[src/rtl/riscv_pkg.sv]
// Shared core types for the decode/execute boundary.
//   alu_op_e : ALU operation encodings carried in ctrl_t.alu_op
//   ctrl_t   : decoded control bundle travelling with each instruction
//   CTRL_NOP : all-zero control word (bubble / invalid instruction)
//   REG_X0   : index of the hard-wired zero register
package riscv_pkg;

  typedef enum logic [3:0] {
    ALU_ADD  = 4'd0,
    ALU_SUB  = 4'd1,
    ALU_SLL  = 4'd2,
    ALU_SLT  = 4'd3,
    ALU_SLTU = 4'd4,
    ALU_XOR  = 4'd5,
    ALU_SRL  = 4'd6,
    ALU_SRA  = 4'd7,
    ALU_OR   = 4'd8,
    ALU_AND  = 4'd9,
    ALU_LUI  = 4'd10
  } alu_op_e;

  // alu_op kept as raw bits so the whole word can be zeroed with '0.
  typedef struct packed {
    logic [3:0] alu_op;
    logic       alu_src;
    logic       mem_read;
    logic       mem_write;
    logic       wb;
    logic       branch;
    logic       jump;
  } ctrl_t;

  localparam ctrl_t      CTRL_NOP = '0;
  localparam logic [4:0] REG_X0   = 5'd0;

endpackage

[src/rtl/idex_stage_if.sv]
// Bundle of all ID/EX stage signals except clk/rst.
//   master : the decode / write-back / pipeline-control side (drives id_*, wb_*,
//            mem_stall, flush; observes idex_*, id_stall, bubble_cnt)
//   slave  : the idex_stage register itself
interface idex_stage_if #(
  parameter int XLEN  = 32,
  parameter int CNT_W = 32
);
  import riscv_pkg::*;

  logic             id_valid;
  logic [XLEN-1:0]  id_pc;
  logic [4:0]       id_rs1;
  logic [4:0]       id_rs2;
  logic [4:0]       id_rd;
  logic [XLEN-1:0]  id_rs1_data;
  logic [XLEN-1:0]  id_rs2_data;
  logic [XLEN-1:0]  id_imm;
  ctrl_t            id_ctrl;
  logic             wb_we;
  logic [4:0]       wb_rd;
  logic [XLEN-1:0]  wb_data;
  logic             mem_stall;
  logic             flush;

  logic             idex_valid;
  logic [XLEN-1:0]  idex_pc;
  logic [XLEN-1:0]  idex_imm;
  logic [XLEN-1:0]  idex_rs1_data;
  logic [XLEN-1:0]  idex_rs2_data;
  logic [4:0]       idex_rs1;
  logic [4:0]       idex_rs2;
  logic [4:0]       idex_rd;
  ctrl_t            idex_ctrl;
  logic             idex_wb;
  logic             id_stall;
  logic [CNT_W-1:0] bubble_cnt;

  modport master (
    output id_valid, id_pc, id_rs1, id_rs2, id_rd, id_rs1_data, id_rs2_data,
           id_imm, id_ctrl, wb_we, wb_rd, wb_data, mem_stall, flush,
    input  idex_valid, idex_pc, idex_imm, idex_rs1_data, idex_rs2_data,
           idex_rs1, idex_rs2, idex_rd, idex_ctrl, idex_wb, id_stall, bubble_cnt
  );

  modport slave (
    input  id_valid, id_pc, id_rs1, id_rs2, id_rd, id_rs1_data, id_rs2_data,
           id_imm, id_ctrl, wb_we, wb_rd, wb_data, mem_stall, flush,
    output idex_valid, idex_pc, idex_imm, idex_rs1_data, idex_rs2_data,
           idex_rs1, idex_rs2, idex_rd, idex_ctrl, idex_wb, id_stall, bubble_cnt
  );

endinterface

[src/rtl/load_use_detect.sv]
// Combinational load-use hazard detector.
//   idex_valid_i, mem_read_i, idex_rd_i : instruction currently in EX
//   id_valid_i, id_rs1_i, id_rs2_i      : instruction currently in ID
//   lu_hz_o                             : ID consumes the result of a load in EX
module load_use_detect
  import riscv_pkg::*;
(
  input  logic       idex_valid_i,
  input  logic       mem_read_i,
  input  logic [4:0] idex_rd_i,
  input  logic       id_valid_i,
  input  logic [4:0] id_rs1_i,
  input  logic [4:0] id_rs2_i,
  output logic       lu_hz_o
);

  assign lu_hz_o = idex_valid_i & mem_read_i & (idex_rd_i != REG_X0) & id_valid_i &
                   ((id_rs1_i == idex_rd_i) | (id_rs2_i == idex_rd_i));

endmodule

[src/rtl/idex_stage.sv]
// ID/EX pipeline register with load-use bubble insertion, write-back bypass on
// operand capture and a saturating bubble counter.
//   clk, rst : core clock, asynchronous active-high reset
//   bus      : idex_stage_if slave (ID inputs, WB bypass, stall/flush, EX outputs)
// Edge priority: mem_stall hold > flush bubble > load-use bubble (counted) > load.
module idex_stage
  import riscv_pkg::*;
#(
  parameter int XLEN  = 32,
  parameter int CNT_W = 32
) (
  input  logic         clk,
  input  logic         rst,
  idex_stage_if.slave  bus
);

  logic             valid_q, valid_d;
  logic [XLEN-1:0]  pc_q, pc_d;
  logic [XLEN-1:0]  imm_q, imm_d;
  logic [XLEN-1:0]  rs1_data_q, rs1_data_d;
  logic [XLEN-1:0]  rs2_data_q, rs2_data_d;
  logic [4:0]       rs1_q, rs1_d;
  logic [4:0]       rs2_q, rs2_d;
  logic [4:0]       rd_q, rd_d;
  ctrl_t            ctrl_q, ctrl_d;
  logic [CNT_W-1:0] cnt_q, cnt_d;

  logic lu_hz;
  logic byp_rs1;
  logic byp_rs2;

  load_use_detect u_lud (
    .idex_valid_i (valid_q),
    .mem_read_i   (ctrl_q.mem_read),
    .idex_rd_i    (rd_q),
    .id_valid_i   (bus.id_valid),
    .id_rs1_i     (bus.id_rs1),
    .id_rs2_i     (bus.id_rs2),
    .lu_hz_o      (lu_hz)
  );

  assign byp_rs1 = bus.wb_we & (bus.wb_rd != REG_X0) & (bus.wb_rd == bus.id_rs1);
  assign byp_rs2 = bus.wb_we & (bus.wb_rd != REG_X0) & (bus.wb_rd == bus.id_rs2);

  always_comb begin
    valid_d    = valid_q;
    pc_d       = pc_q;
    imm_d      = imm_q;
    rs1_data_d = rs1_data_q;
    rs2_data_d = rs2_data_q;
    rs1_d      = rs1_q;
    rs2_d      = rs2_q;
    rd_d       = rd_q;
    ctrl_d     = ctrl_q;
    cnt_d      = cnt_q;

    if (bus.mem_stall) begin
      // whole pipeline frozen; a pending flush is applied once the stall clears
    end else if (bus.flush || lu_hz) begin
      // bubble: kill control and indices, leave data fields as they were
      valid_d = 1'b0;
      ctrl_d  = CTRL_NOP;
      rs1_d   = REG_X0;
      rs2_d   = REG_X0;
      rd_d    = REG_X0;
      if (!bus.flush && (cnt_q != {CNT_W{1'b1}})) cnt_d = cnt_q + 1'b1;
    end else begin
      valid_d    = bus.id_valid;
      pc_d       = bus.id_pc;
      imm_d      = bus.id_imm;
      rs1_d      = bus.id_rs1;
      rs2_d      = bus.id_rs2;
      rd_d       = bus.id_rd;
      ctrl_d     = bus.id_valid ? bus.id_ctrl : CTRL_NOP;
      rs1_data_d = byp_rs1 ? bus.wb_data : bus.id_rs1_data;
      rs2_data_d = byp_rs2 ? bus.wb_data : bus.id_rs2_data;
    end
  end

  always_ff @(posedge clk or posedge rst) begin
    if (rst) begin
      valid_q    <= 1'b0;
      pc_q       <= '0;
      imm_q      <= '0;
      rs1_data_q <= '0;
      rs2_data_q <= '0;
      rs1_q      <= '0;
      rs2_q      <= '0;
      rd_q       <= '0;
      ctrl_q     <= CTRL_NOP;
      cnt_q      <= '0;
    end else begin
      valid_q    <= valid_d;
      pc_q       <= pc_d;
      imm_q      <= imm_d;
      rs1_data_q <= rs1_data_d;
      rs2_data_q <= rs2_data_d;
      rs1_q      <= rs1_d;
      rs2_q      <= rs2_d;
      rd_q       <= rd_d;
      ctrl_q     <= ctrl_d;
      cnt_q      <= cnt_d;
    end
  end

  assign bus.idex_valid    = valid_q;
  assign bus.idex_pc       = pc_q;
  assign bus.idex_imm      = imm_q;
  assign bus.idex_rs1_data = rs1_data_q;
  assign bus.idex_rs2_data = rs2_data_q;
  assign bus.idex_rs1      = rs1_q;
  assign bus.idex_rs2      = rs2_q;
  assign bus.idex_rd       = rd_q;
  assign bus.idex_ctrl     = ctrl_q;
  assign bus.idex_wb       = ctrl_q.wb;
  assign bus.id_stall      = lu_hz | bus.mem_stall;
  assign bus.bubble_cnt    = cnt_q;

endmodule
[src/flat_wrapper.sv]
// flat-port wrapper written by rule: the top's interface ports become plain ports
module idex_stage_flat import riscv_pkg::*;
#(
  parameter int XLEN  = 32,
  parameter int CNT_W = 32
)
  (clk, rst, bus_id_valid, bus_id_pc, bus_id_rs1, bus_id_rs2, bus_id_rd, bus_id_rs1_data, bus_id_rs2_data, bus_id_imm, bus_id_ctrl, bus_wb_we, bus_wb_rd, bus_wb_data, bus_mem_stall, bus_flush, bus_idex_valid, bus_idex_pc, bus_idex_imm, bus_idex_rs1_data, bus_idex_rs2_data, bus_idex_rs1, bus_idex_rs2, bus_idex_rd, bus_idex_ctrl, bus_idex_wb, bus_id_stall, bus_bubble_cnt);
  idex_stage_if #(.XLEN(XLEN), .CNT_W(CNT_W)) bus_i ();
  input  logic clk;
  input  logic rst;
  input wire logic [$bits(bus_i.id_valid)-1:0] bus_id_valid;
  input wire logic [$bits(bus_i.id_pc)-1:0] bus_id_pc;
  input wire logic [$bits(bus_i.id_rs1)-1:0] bus_id_rs1;
  input wire logic [$bits(bus_i.id_rs2)-1:0] bus_id_rs2;
  input wire logic [$bits(bus_i.id_rd)-1:0] bus_id_rd;
  input wire logic [$bits(bus_i.id_rs1_data)-1:0] bus_id_rs1_data;
  input wire logic [$bits(bus_i.id_rs2_data)-1:0] bus_id_rs2_data;
  input wire logic [$bits(bus_i.id_imm)-1:0] bus_id_imm;
  input wire logic [$bits(bus_i.id_ctrl)-1:0] bus_id_ctrl;
  input wire logic [$bits(bus_i.wb_we)-1:0] bus_wb_we;
  input wire logic [$bits(bus_i.wb_rd)-1:0] bus_wb_rd;
  input wire logic [$bits(bus_i.wb_data)-1:0] bus_wb_data;
  input wire logic [$bits(bus_i.mem_stall)-1:0] bus_mem_stall;
  input wire logic [$bits(bus_i.flush)-1:0] bus_flush;
  output wire logic [$bits(bus_i.idex_valid)-1:0] bus_idex_valid;
  output wire logic [$bits(bus_i.idex_pc)-1:0] bus_idex_pc;
  output wire logic [$bits(bus_i.idex_imm)-1:0] bus_idex_imm;
  output wire logic [$bits(bus_i.idex_rs1_data)-1:0] bus_idex_rs1_data;
  output wire logic [$bits(bus_i.idex_rs2_data)-1:0] bus_idex_rs2_data;
  output wire logic [$bits(bus_i.idex_rs1)-1:0] bus_idex_rs1;
  output wire logic [$bits(bus_i.idex_rs2)-1:0] bus_idex_rs2;
  output wire logic [$bits(bus_i.idex_rd)-1:0] bus_idex_rd;
  output wire logic [$bits(bus_i.idex_ctrl)-1:0] bus_idex_ctrl;
  output wire logic [$bits(bus_i.idex_wb)-1:0] bus_idex_wb;
  output wire logic [$bits(bus_i.id_stall)-1:0] bus_id_stall;
  output wire logic [$bits(bus_i.bubble_cnt)-1:0] bus_bubble_cnt;
  assign bus_i.id_valid = bus_id_valid;
  assign bus_i.id_pc = bus_id_pc;
  assign bus_i.id_rs1 = bus_id_rs1;
  assign bus_i.id_rs2 = bus_id_rs2;
  assign bus_i.id_rd = bus_id_rd;
  assign bus_i.id_rs1_data = bus_id_rs1_data;
  assign bus_i.id_rs2_data = bus_id_rs2_data;
  assign bus_i.id_imm = bus_id_imm;
  assign bus_i.id_ctrl = bus_id_ctrl;
  assign bus_i.wb_we = bus_wb_we;
  assign bus_i.wb_rd = bus_wb_rd;
  assign bus_i.wb_data = bus_wb_data;
  assign bus_i.mem_stall = bus_mem_stall;
  assign bus_i.flush = bus_flush;
  assign bus_idex_valid = bus_i.idex_valid;
  assign bus_idex_pc = bus_i.idex_pc;
  assign bus_idex_imm = bus_i.idex_imm;
  assign bus_idex_rs1_data = bus_i.idex_rs1_data;
  assign bus_idex_rs2_data = bus_i.idex_rs2_data;
  assign bus_idex_rs1 = bus_i.idex_rs1;
  assign bus_idex_rs2 = bus_i.idex_rs2;
  assign bus_idex_rd = bus_i.idex_rd;
  assign bus_idex_ctrl = bus_i.idex_ctrl;
  assign bus_idex_wb = bus_i.idex_wb;
  assign bus_id_stall = bus_i.id_stall;
  assign bus_bubble_cnt = bus_i.bubble_cnt;
  idex_stage #(.XLEN(XLEN), .CNT_W(CNT_W)) u_core (.clk(clk), .rst(rst), .bus(bus_i));
endmodule
[config.mk]
export PLATFORM = sky130hd
export DESIGN_NAME = idex_stage_flat
export DESIGN_NICKNAME = d
export VERILOG_FILES = /design/src/rtl/riscv_pkg.sv /design/src/rtl/idex_stage_if.sv /design/src/rtl/load_use_detect.sv /design/src/rtl/idex_stage.sv /design/src/flat_wrapper.sv
export SDC_FILE = /design/constraint.sdc
export NUM_CORES = 1
export LEC_CHECK = 0
export ABC_AREA = 0
export ABC_CLOCK_PERIOD_IN_PS = 6200
export BUFFER_PORTS_ARGS = -buffer_cell sky130_fd_sc_hd__buf_2
export CORE_AREA = 2 2 150 152
export DETAILED_ROUTE_END_ITERATION = 8
export DIE_AREA = 0 0 152 154
export PLACE_DENSITY = 0.8
export SYNTH_ARGS = -nofsm -noshare
export SYNTH_HDL_FRONTEND = slang
export SYNTH_SLANG_ARGS = --single-unit
[constraint.sdc]
create_clock -name clk -period 6.2 [get_ports clk]
set_input_delay 0.93 -clock clk [delete_from_list [all_inputs] [get_ports clk]]
set_output_delay 0.93 -clock clk [all_outputs]
set_load 0.05 [all_outputs]
==> results.md, run 1 <==
* Placer Congestion at 0.880
* Pin count of the biggest net entering global routing at 194
* Fmax at 0.285 GHz
* Commonest non-fill, non-tap cell in the layout: buf_2
* Final setup viols at 0
* Post-synthesis sequential area ratio at 58.2%
* Final cell count without fillers at 1313
* #FFs+latches synth at 186
* HPWL after DPL at 17.6 mm
* Slew headroom at 31.9%
* Post-Synthesis Net Count at 842
* Total CTS buffers at 17
* Family with the most delay on the worst path: compound AO/OA/AOI/OAI gates
* Hold Path Class: register to register
* Worst Hold Margin at 0.473 ns
* Worst Tran Pin Value at roughly 1.0 ns
* Drt wl/cell at 17.9 um
* Worst stage delay on the critical path at 0.58 ns
* Root buf cell: clkbuf_16
* Vias at 6429
* First-pass GRT wire length at 36.4 mm
* DRT Pass-1 Iters at 6
* Gr usage total at 19.7%
* Die Y at 154 um
* Worst reg2reg path startpoint: u_core.bus.idex_rd[2]
* Post-Syn Area at 8000 um^2
* Critical path data arrival time at between 2 and 3 ns
* Std-Cell Rows at 54
* DRT antenna net count at 0
* RSZ-0062 raised after global routing: no
* Place WS at 2.71 ns
* Area contributors post-synth: dfrtp_1 (58%), mux2_2 (9.1%), mux2i_1 (8.0%)
* Post-synth EDFFs at 0
* Crit path capture type: primary output
* # DRC at 0
* Area Growth Syn to Fin at 34.8%
* Worst-skew pair later-pin latency at 0.42 ns
* Data required time of the worst path at 5.27 ns
* Period utilization at 56.5%
* Run status: complete, no violations
* Reg2reg end: u_core.bus.idex_imm[21]
* R2r setup slk at 3.49 ns
* IO Pins at 384
* Hold buffers post-CTS at 0
* PwrDens at 318 nW/um^2
* Critical path buffer and inverter count at 2
* Number of max-cap violations at 0
* Setup ws final at 2.70 ns
* Htree depth at 4
* WS Path Type: primary input to primary output
* Clk pin slew, worst setup/hold paths at 0.07 ns
* Biggest area consumer among synthesized cells: dfrtp_1
* Initial Utilization at between 30 and 40%
* CTS tree: built
* Vias/cell at 4.90
* Detailed Route Iter0 Violations at 305
* PostCTS Resize Cnt at 0
* WHS Path Cells at 2
* Clock buffer depth at 2
* Layout cell share with drive strength beyond 1 at 48.3%
* R2R cell count at 6
* CP Cell Sequence: buf_2, xor2_1, nor3_1, a22oi_1, nor2_1, or2_2, buf_2
* Number of global-route vias before repair at 6640
* Most frequent cells in the layout: buf_2 (383), dfrtp_1 (186), nand2_1 (72), mux2_2 (65), mux2i_1 (64)
* Final Critical Period at around 3.5 ns
* # clock sinks at ~190
* Grt total ovfl at 0
* VDD IR max at 0.202 mV
* Pwr Total at 3.43 mW
* Crit Path Max Fanout at 4
* Die X-Extent at 152 um
* Post-synth top area share at 58.2%
* Placed insts at 1278
* Post-synth cell types at 36
* Slowest CP cell: a22oi_1
* WL final at 23.5 mm
* Avg Cell Area, Syn at 12.4 um^2
* Max Slew Vio Count at 0
* CP most frequent cell: buf_2
* Total negative slack at 0 ns
* Layout fillers at roughly 2000
* Die ar. at approximately 23000 um^2
* Port Buffers at 383
* Post-CTS setup buffers at 0
* Worst clock skew at a little over 0.01 ns
* Core area at between 20000 and 25000 um^2
* Nets@finish at 1214
* Leakage at 5.36 nW
* Hold Path Origin: u_core.bus.idex_rs1_data[26]
* Async SR Flop Fraction at 100%
* CP Launch Type: primary input
* Yosys warns at 0
* Initial antenna violation count at 3
* Final hold violation count at 0
* Hold Path End: u_core.bus.idex_rs1_data[26]
* Primary FF master, synth: dfrtp_1
* Syn Inst Count at 645
==> cell usage after synthesis, types with 3 or more instances <==
cell      number
o21ai_1       17
o21ai_0       48
nand4_1       12
a22o_1        25
clkbuf_1      15
buf_4          3
nor3_1         3
xor2_1        16
mux2_2        65
nand2_1       72
and4_1         5
nand3_1       19
buf_2         16
nor2_1         8
and3_1        12
nor4_2         3
dfrtp_1      186
xnor2_1       35
mux2i_1       64
==> worst max-delay path by stage <==
stage | startpoint | to | cells after the start
floorplan | rst | u_core.bus.bubble_cnt[0] | 1
global placement | bus_id_rs1[2] | bus_id_stall | 7
detailed placement | bus_id_rs1[2] | bus_id_stall | 7
CTS | bus_id_rs1[2] | bus_id_stall | 7
global route | bus_id_rs1[2] | bus_id_stall | 7
finish | bus_id_rs1[2] | bus_id_stall | 7
==> metrics by stage <==
stage | area (um^2) | util, %
after floorplan | 8000 | -
after global placement | 10200 | 46.9
after detailed placement | 10200 | 46.9
after CTS | 10800 | 49.7
after global routing | 10800 | 49.7
final | 10800 | 49.8
==> cells by family (layout without fill, tap and decap cells) <==
group                      count (synthesis)  in the layout  share of synthesized area (%)
DFF                                      186            186                           58.2
and+or+nand+nor                          145            145                           9.16
muxes                                    129            129                           17.1
AOI/OAI and AO/OA                         95             95                           7.44
xor gates and xnor gates                  51             51                           5.58
buffers and inverters                     38            423                           2.36
adders and majority gates                  1              1                          0.156
other                                      0              3                              0
==> final cells by class <==
| class | instances | area (um^2) | share of cell area [%] |
|---|---|---|---|
| Tap cell | 280 | 350 | 3.25 |
| Antenna cell | 3 | 7.51 | 0.0696 |
| Clock inverter | 13 | 149 | 1.38 |
| Multi-Input combinational cell | 421 | 3190 | 29.6 |
| Sequential cell | 186 | 4650 | 43.1 |
| Inverter | 2 | 12.5 | 0.116 |
| Clock buffer | 19 | 453 | 4.20 |
| Timing Repair Buffer | 389 | 1970 | 18.3 |
==> power by group <==
part / leakage, nW / switching, mW / total, mW / internal, mW
combinational: 2.73 / 0.667 / 0.901 / 0.233
sequential: 2.33 / 0.0698 / 1.41 / 1.34
clock: 0.296 / 0.523 / 1.12 / 0.598
total: 5.36 / 1.26 / 3.43 / 2.17
==> registers in the layout, summed over array words and instances (netlist names), 5 cells and up <==
name,cells
u_core.bus.idex_pc,32
u_core.bus.idex_rd,5
u_core.bus.idex_rs2,5
u_core.bus.idex_rs2_data,32
u_core.bus.idex_rs1_data,32
u_core.bus.idex_rs1,5
u_core.bus.bubble_cnt,32
u_core.bus.idex_ctrl,9
u_core.bus.idex_imm,32
==> tightest hold or removal path, delay by kind of cell, from the launching register on <==
family,cells,cell delay (ns)
flip-flops,1,0.34
AO/OA/AOI/OAI,1,0.06
AND/OR/NAND/NOR,1,0.04
==> per-layer routing <==
metal,track usage (%),vias to the layer above,part of all wire [%]
met1,24.3,3136,41
met2,33.6,247,51
met5,0,-,0
met3,4.68,27,6.1
li1,-,3019,-
met4,7.48,0,1.9
Power figures use the tool's default switching activity.
==> run 2, diff against run 1 <==
--- a/config.mk
+++ b/config.mk
@@ -6,7 +6,7 @@
 export NUM_CORES = 1
 export LEC_CHECK = 0
 export ABC_AREA = 0
-export ABC_CLOCK_PERIOD_IN_PS = 6200
+export ABC_CLOCK_PERIOD_IN_PS = 2940
 export BUFFER_PORTS_ARGS = -buffer_cell sky130_fd_sc_hd__buf_2
 export CORE_AREA = 2 2 150 152
 export DETAILED_ROUTE_END_ITERATION = 8
==> constraint.sdc (replaced) <==
create_clock -name clk -period 2.94 [get_ports clk]
set_input_delay 0.441 -clock clk [delete_from_list [all_inputs] [get_ports clk]]
set_output_delay 0.441 -clock clk [all_outputs]
set_load 0.05 [all_outputs]
==> results.md, run 2 (synthesis gave the netlist of run 1 again) <==
* Layout fillers at 1894 (-5.9%)
* Worst Hold Margin at 0.176 ns (-0.297 ns)
* Port Buffers at 383 (unchanged)
* # clock sinks at 186 (unchanged)
* Hold Path Class: primary input to async pin
* Worst clock skew at 0.0120 ns (+0.00178 ns)
* Grt total ovfl at 0 (unchanged)
* Area Growth Syn to Fin at 36.9%
* Multi-input logic area at 3200 um^2 (+0.16%)
* Root buf cell: clkbuf_16
* Max Slew Vio Count at 0 (unchanged)
* Leakage at 5.45 nW (+1.6%)
* Std-Cell Rows at 54 (unchanged)
* Initial antenna violation count at 2 (-1)
* Final cell count without fillers at 1327 (+1.1%)
* Total CTS buffers at 17 (unchanged)
* Critical path data arrival time at 2.32 ns (-0.25 ns)
* CP Cell Sequence: or4_1, o2111ai_2, nor2_1, or2_2, buf_2
* Layout Utilization at 50.5% (+0.76 points)
* Sw Ratio at 36.9% (+0.16 points)
* Post-DP Area at 10400 um^2 (+1.8%)
* PwrDens at 657 nW/um^2 (+110%)
* Register area at 4650 um^2 (unchanged)
* Final hold violation count at 0 (unchanged)
* IO Pins at 384 (unchanged)
* Fmax at 0.362 GHz
* Post-CTS setup buffers at 0 (unchanged)
* Vias/cell at 4.89 (-0.12%)
* Int Power at 4.54 mW (+110%)
* Vias at 6490 (+0.95%)
* Gr usage total at 19.6% (-0.040 points)
* Layout cell share with drive strength beyond 1 at 49.2% (+0.89 points)
* Die ar. at 23400 um^2 (unchanged)
* Number of global-route vias before repair at 6601 (-0.59%)
* Slowest CP cell: or4_1
* Worst Tran Pin Value at 0.817 ns (-0.204 ns)
* Flop pwr share at 41.3% (+0.2 points)
* Clock share of power at 31.9% (-0.8 points)
* WS Path Type: register to primary output
* PostCTS Resize Cnt at 0 (unchanged)
* Initial Utilization at 36.9% (unchanged)
* Placed insts at 1294 (+1.3%)
* RSZ-0062 raised after global routing: no
* Data required time of the worst path at 2.50 ns (-2.77 ns)
* Drt wl/cell at 17.6 um (-2.0%)
* Core area at 21700 um^2 (unchanged)
* Detailed Route Iter0 Violations at 345 (+13%)
* DRT Pass-1 Iters at 4 (-2)
* Worst-skew pair later-pin latency at 0.42 ns (about the same)
* Final instance area at 11000 um^2 (+1.5%)
* DRT antenna net count at 0 (unchanged)
* Htree depth at 4 (unchanged)
* Worst stage delay on the critical path at 0.56 ns (-0.02 ns)
* Pin count of the biggest net entering global routing at 56 (-71%)
* Clock buffer depth at 2 (unchanged)
* Switch Pwr at 2.65 mW (+110%)
* Commonest non-fill, non-tap cell in the layout: buf_2
* First-pass GRT wire length at 36.5 mm (+0.42%)
* Crit Path Max Fanout at 5 (+1)
* WL final at 23.3 mm (-0.95%)
* CTS tree: built
* Combinational fraction of design power at 26.8% (+0.5 points)
* Total negative slack at 0 ns (unchanged)
* Die Y at 154 um (unchanged)
* Number of max-cap violations at 0 (unchanged)
* Most frequent cells in the layout: buf_2 (383), dfrtp_1 (186), nand2_1 (72), mux2_2 (65), mux2i_1 (64)
* Slew headroom at 45.4% (+13 points)
* VDD IR max at 0.380 mV (+88%)
* Die X-Extent at 152 um (unchanged)
* Final Critical Period at 2.76 ns
* Hold buffers post-CTS at 0 (unchanged)
* Final setup viols at 0 (unchanged)
* Clk pin slew, worst setup/hold paths at 0.08 ns (about the same)
* Placer Congestion at 0.888 (+0.90%)
* HPWL after DPL at 17.8 mm (+1.4%)
* Nets@finish at 1230 (+1.3%)
* CP Launch Type: register
* Run status: complete, no violations
* Crit path capture type: primary output
* Period utilization at 93.9%
* # DRC at 0 (unchanged)
[run 2: through the flow]
stage / worst slack [ns] / total power [mW]
3_3_place_gp: 0.524 / 4.92
3_5_place_dp: 0.477 / 4.96
5_1_grt: 0.0617 / 7.51
4_1_cts: 0.0802 / 7.28
6_report: 0.179 / 7.20
2_1_floorplan: 0.106 / 4.36
[run 2: final timing paths]
kind	slack [ns]	to	start	cells after the start
setup / recovery	0.18	bus_id_stall	u_core.bus.idex_rd[1]	5
hold reg to reg	0.48	u_core.bus.idex_rs1_data[12]	u_core.bus.idex_rs1_data[12]	2
hold / removal	0.18	u_core.bus.bubble_cnt[20]	rst	2
min in group clk	0.23	u_core.bus.idex_rd[2]	bus_id_rd[2]	2
setup reg to reg	0.63	u_core.bus.idex_ctrl[7]	u_core.bus.idex_rd[1]	6
max in group asynchronous	2.03	u_core.bus.bubble_cnt[31]	rst	3
[run 2: metal layers]
metal / vias to the layer above / global-route usage [%] / share of wire [%]
met5: - / 0 / 0.056
met1: 3150 / 24.4 / 41
met4: 2 / 5.52 / 1.4
li1: 3055 / - / -
met2: 259 / 33.7 / 51
met3: 24 / 5.33 / 7.1
[run 2: area by class of cell]
cell class / count / share of cell area (%)
multi-input cells: 421 / 29.2
clock inverters: 15 / 1.46
flip-flops and latches: 186 / 42.5
inverters: 2 / 0.103
repair buffers: 405 / 19.7
clock buffers: 17 / 3.88
diodes: 1 / 0.0228
well taps: 280 / 3.20
[run 2: worst max-delay path: cells and delay by family, from the launching register on]
| kind | cells | cell delay [ns] |
|---|---|---|
| buffers and inverters | 1 | 0.21 |
| flip-flops | 1 | 0.46 |
| AO/OA/AOI/OAI | 1 | 0.27 |
| AND/OR/NAND/NOR | 3 | 0.95 |
[run 2: power groups by stage]
stage / sequential, mW / clock (mW) / combinational [mW]
6_report: 2.97 / 2.30 / 1.93
3_5_place_dp: 3.02 / 0 / 1.94
4_1_cts: 2.97 / 2.37 / 1.94
5_1_grt: 3.01 / 2.47 / 2.03
2_1_floorplan: 3.97 / 0 / 0.392
3_3_place_gp: 3.01 / 0 / 1.91
==> run 3, diff against run 2 <==
--- a/config.mk
+++ b/config.mk
@@ -8,10 +8,12 @@
 export ABC_AREA = 0
 export ABC_CLOCK_PERIOD_IN_PS = 2940
 export BUFFER_PORTS_ARGS = -buffer_cell sky130_fd_sc_hd__buf_2
-export CORE_AREA = 2 2 150 152
+export CELL_PAD_IN_SITES_DETAIL_PLACEMENT = 1
+export CELL_PAD_IN_SITES_GLOBAL_PLACEMENT = 1
+export CORE_UTILIZATION = 33
+export CTS_BUF_LIST = sky130_fd_sc_hd__clkbuf_4 sky130_fd_sc_hd__clkbuf_8
 export DETAILED_ROUTE_END_ITERATION = 8
-export DIE_AREA = 0 0 152 154
-export PLACE_DENSITY = 0.8
+export PLACE_DENSITY = 0.9
 export SYNTH_ARGS = -nofsm -noshare
 export SYNTH_HDL_FRONTEND = slang
 export SYNTH_SLANG_ARGS = --single-unit
==> results.md, run 3 (synthesis gave the netlist of run 1 again) <==
* Critical path data arrival time at 2.37 ns (+0.05 ns)
* VDD IR max at 0.375 mV (-1.4%)
* Placer Congestion at 0.869 (-2.1%)
* Final cell count without fillers at 1366 (+2.9%)
* Pin count of the biggest net entering global routing at 61 (+8.9%)
* R2R cell count at 6 (unchanged)
* Post-CTS setup buffers at 0 (unchanged)
* # DRC at 0 (unchanged)
* # clock sinks at 186 (unchanged)
* WS Path Type: register to primary output
* DRT Pass-1 Iters at 4 (unchanged)
* Family with the most delay on the worst path: simple AND/OR/NAND/NOR gates
* Crit Path Max Fanout at 5 (unchanged)
* Final setup viols at 0 (unchanged)
* Leakage at 5.40 nW (-0.93%)
* Place WS at 0.341 ns (-0.136 ns)
* Nets@finish at 1229 (-0.081%)
* Total negative slack at 0 ns (unchanged)
* Layout fillers at 2666 (+41%)
* IO Pins at 384 (unchanged)
* Max Slew Vio Count at 0 (unchanged)
* Layout cell share with drive strength beyond 1 at 49.2% (about the same)
* Htree depth at 4 (unchanged)
* Worst stage delay on the critical path at 0.60 ns (+0.04 ns)
* Commonest non-fill, non-tap cell in the layout: buf_2
* Std-Cell Rows at 56 (+3.7%)
* Slowest CP cell: or4_1
* First-pass GRT wire length at 39.1 mm (+6.9%)
* Port Buffers at 383 (unchanged)
* Crit path capture type: primary output
* Grt total ovfl at 0 (unchanged)
* Worst reg2reg path startpoint: u_core.bus.idex_rd[0]
* Area Growth Syn to Fin at 36.3%
* Clk pin slew, worst setup/hold paths at 0.11 ns (+0.03 ns)
* Vias at 6540 (+0.77%)
* CP Cell Sequence: or4_1, o2111ai_4, nor2_1, or2_2, buf_2
* Root buf cell: clkbuf_8
* Clock buffer depth at 2 (unchanged)
* CTS tree: built
* Number of global-route vias before repair at 7143 (+8.2%)
* Multi-input logic area at 3210 um^2 (+0.35%)
* Data required time of the worst path at 2.50 ns (about the same)
* Fmax at 0.356 GHz (-1.8%)
* Most frequent cells in the layout: buf_2 (383), dfrtp_1 (185), nand2_1 (72), mux2_2 (65), mux2i_1 (64)
* CP Launch Type: register
* Placed insts at 1332 (+2.9%)
* DRT antenna net count at 0 (unchanged)
* PwrDens at 639 nW/um^2 (-2.7%)
* Setup ws final at 0.128 ns (-0.0502 ns)
* Die Y at 158 um (+2.4%)
* Run status: complete, no violations
* Register area at 4660 um^2 (about the same)
* Reg2reg end: u_core.bus.idex_pc[19]
* Critical path buffer and inverter count at 1 (unchanged)
* Period utilization at 95.6% (+1.7 points)
* Drt wl/cell at 19.3 um (+9.8%)
* RSZ-0062 raised after global routing: no
* Final instance area at 10900 um^2 (-0.42%)
* Detailed Route Iter0 Violations at 316 (-8.4%)
* R2r setup slk at 0.48 ns (-0.15 ns)
* Final Critical Period at 2.81 ns (+0.0502 ns)
* Initial Utilization at 33.9% (-3.0 points)
* Slew headroom at 36.7% (-8.7 points)
* Gr usage total at 20.7% (+1.1 points)
* HPWL after DPL at 20.4 mm (+14%)
* Die ar. at 24900 um^2 (+6.3%)
* Hold Path Class: primary input to async pin
* Number of max-cap violations at 0 (unchanged)
* Initial antenna violation count at 2 (unchanged)
* Final hold violation count at 0 (unchanged)
* Die X-Extent at 158 um (+3.8%)
* Core area at 23600 um^2 (+8.9%)
* Total CTS buffers at 17 (unchanged)
* WL final at 26.3 mm (+13%)
* Worst Tran Pin Value at 0.948 ns (+0.131 ns)
* Post-DP Area at 10400 um^2 (+0.52%)
* Worst Hold Margin at 0.189 ns (+0.0128 ns)
* Vias/cell at 4.79 (-2.1%)
* Worst-skew pair later-pin latency at 0.44 ns (+0.02 ns)
* Worst clock skew at 0.0154 ns (+0.00336 ns)
## run 3: cell count changes in the layout (fill, tap and decap cells not counted), sizes merged
cell | previous run | this run
clkbuf | 17 | 20
clkinv | 6 | 1
diode | 1 | 3
bufinv | 1 | 5
clkinvlp | 3 | 1
inv | 7 | 6
buf | 405 | 404
## run 3: power by group
part | switching, mW | total, mW | leakage (nW) | internal (mW)
Combinational | 1.44 | 1.96 | 2.83 | 0.514
Clock | 0.965 | 2.04 | 0.238 | 1.07
Sequential | 0.156 | 2.98 | 2.33 | 2.82
Total | 2.56 | 6.97 | 5.40 | 4.41
## run 3: worst max path at each step
| stage | slack (ns) | from | to | depth (start not counted) |
|---|---|---|---|---|
| global placement | 0.44 | bus_id_rs1[2] | u_core.bus.idex_imm[27] | 7 |
| detailed placement | 0.34 | bus_id_rs1[2] | u_core.bus.idex_pc[1] | 7 |
| finish | 0.13 | u_core.bus.idex_rd[1] | bus_id_stall | 5 |
| global route | 0.02 | u_core.bus.idex_rd[1] | bus_id_stall | 5 |
| floorplan | 0.11 | rst | u_core.bus.bubble_cnt[0] | 1 |
| CTS | 0.003 | u_core.bus.idex_rd[2] | bus_id_stall | 6 |
## run 3: area by class of cell
type | count | share of cell area (%)
multi-input cells | 421 | 29.4
flip-flops and latches | 186 | 42.7
diodes | 3 | 0.0688
well taps | 319 | 3.66
clock buffers | 20 | 2.41
clock inverters | 11 | 1.88
repair buffers | 404 | 19.8
inverters | 2 | 0.103
## run 3: per-stage QoR
stage	power (mW)	util [%]
after global placement	4.92	44.1
after floorplan	4.36	-
final	6.97	46.2
after detailed placement	5.00	44.1
after CTS	7.05	46.1
after global routing	7.25	46.2
## run 3: what timing repair did
| item | in CTS | in global routing |
|---|---|---|
| hold buffers | 0 | 0 |
| endpoints found under the setup margin | 0 | 1 |
| hold endpoints to repair | 0 | 0 |
| resized for setup | 0 | 3 |
## run 3: per-layer routing
layer / up-vias / share of wire [%] / track usage [%]
met5: - / 0 / 0
met4: 0 / 1.3 / 7.12
met3: 22 / 6.4 / 5.15
met2: 229 / 53 / 37.2
met1: 3245 / 40 / 23.8
li1: 3044 / - / -
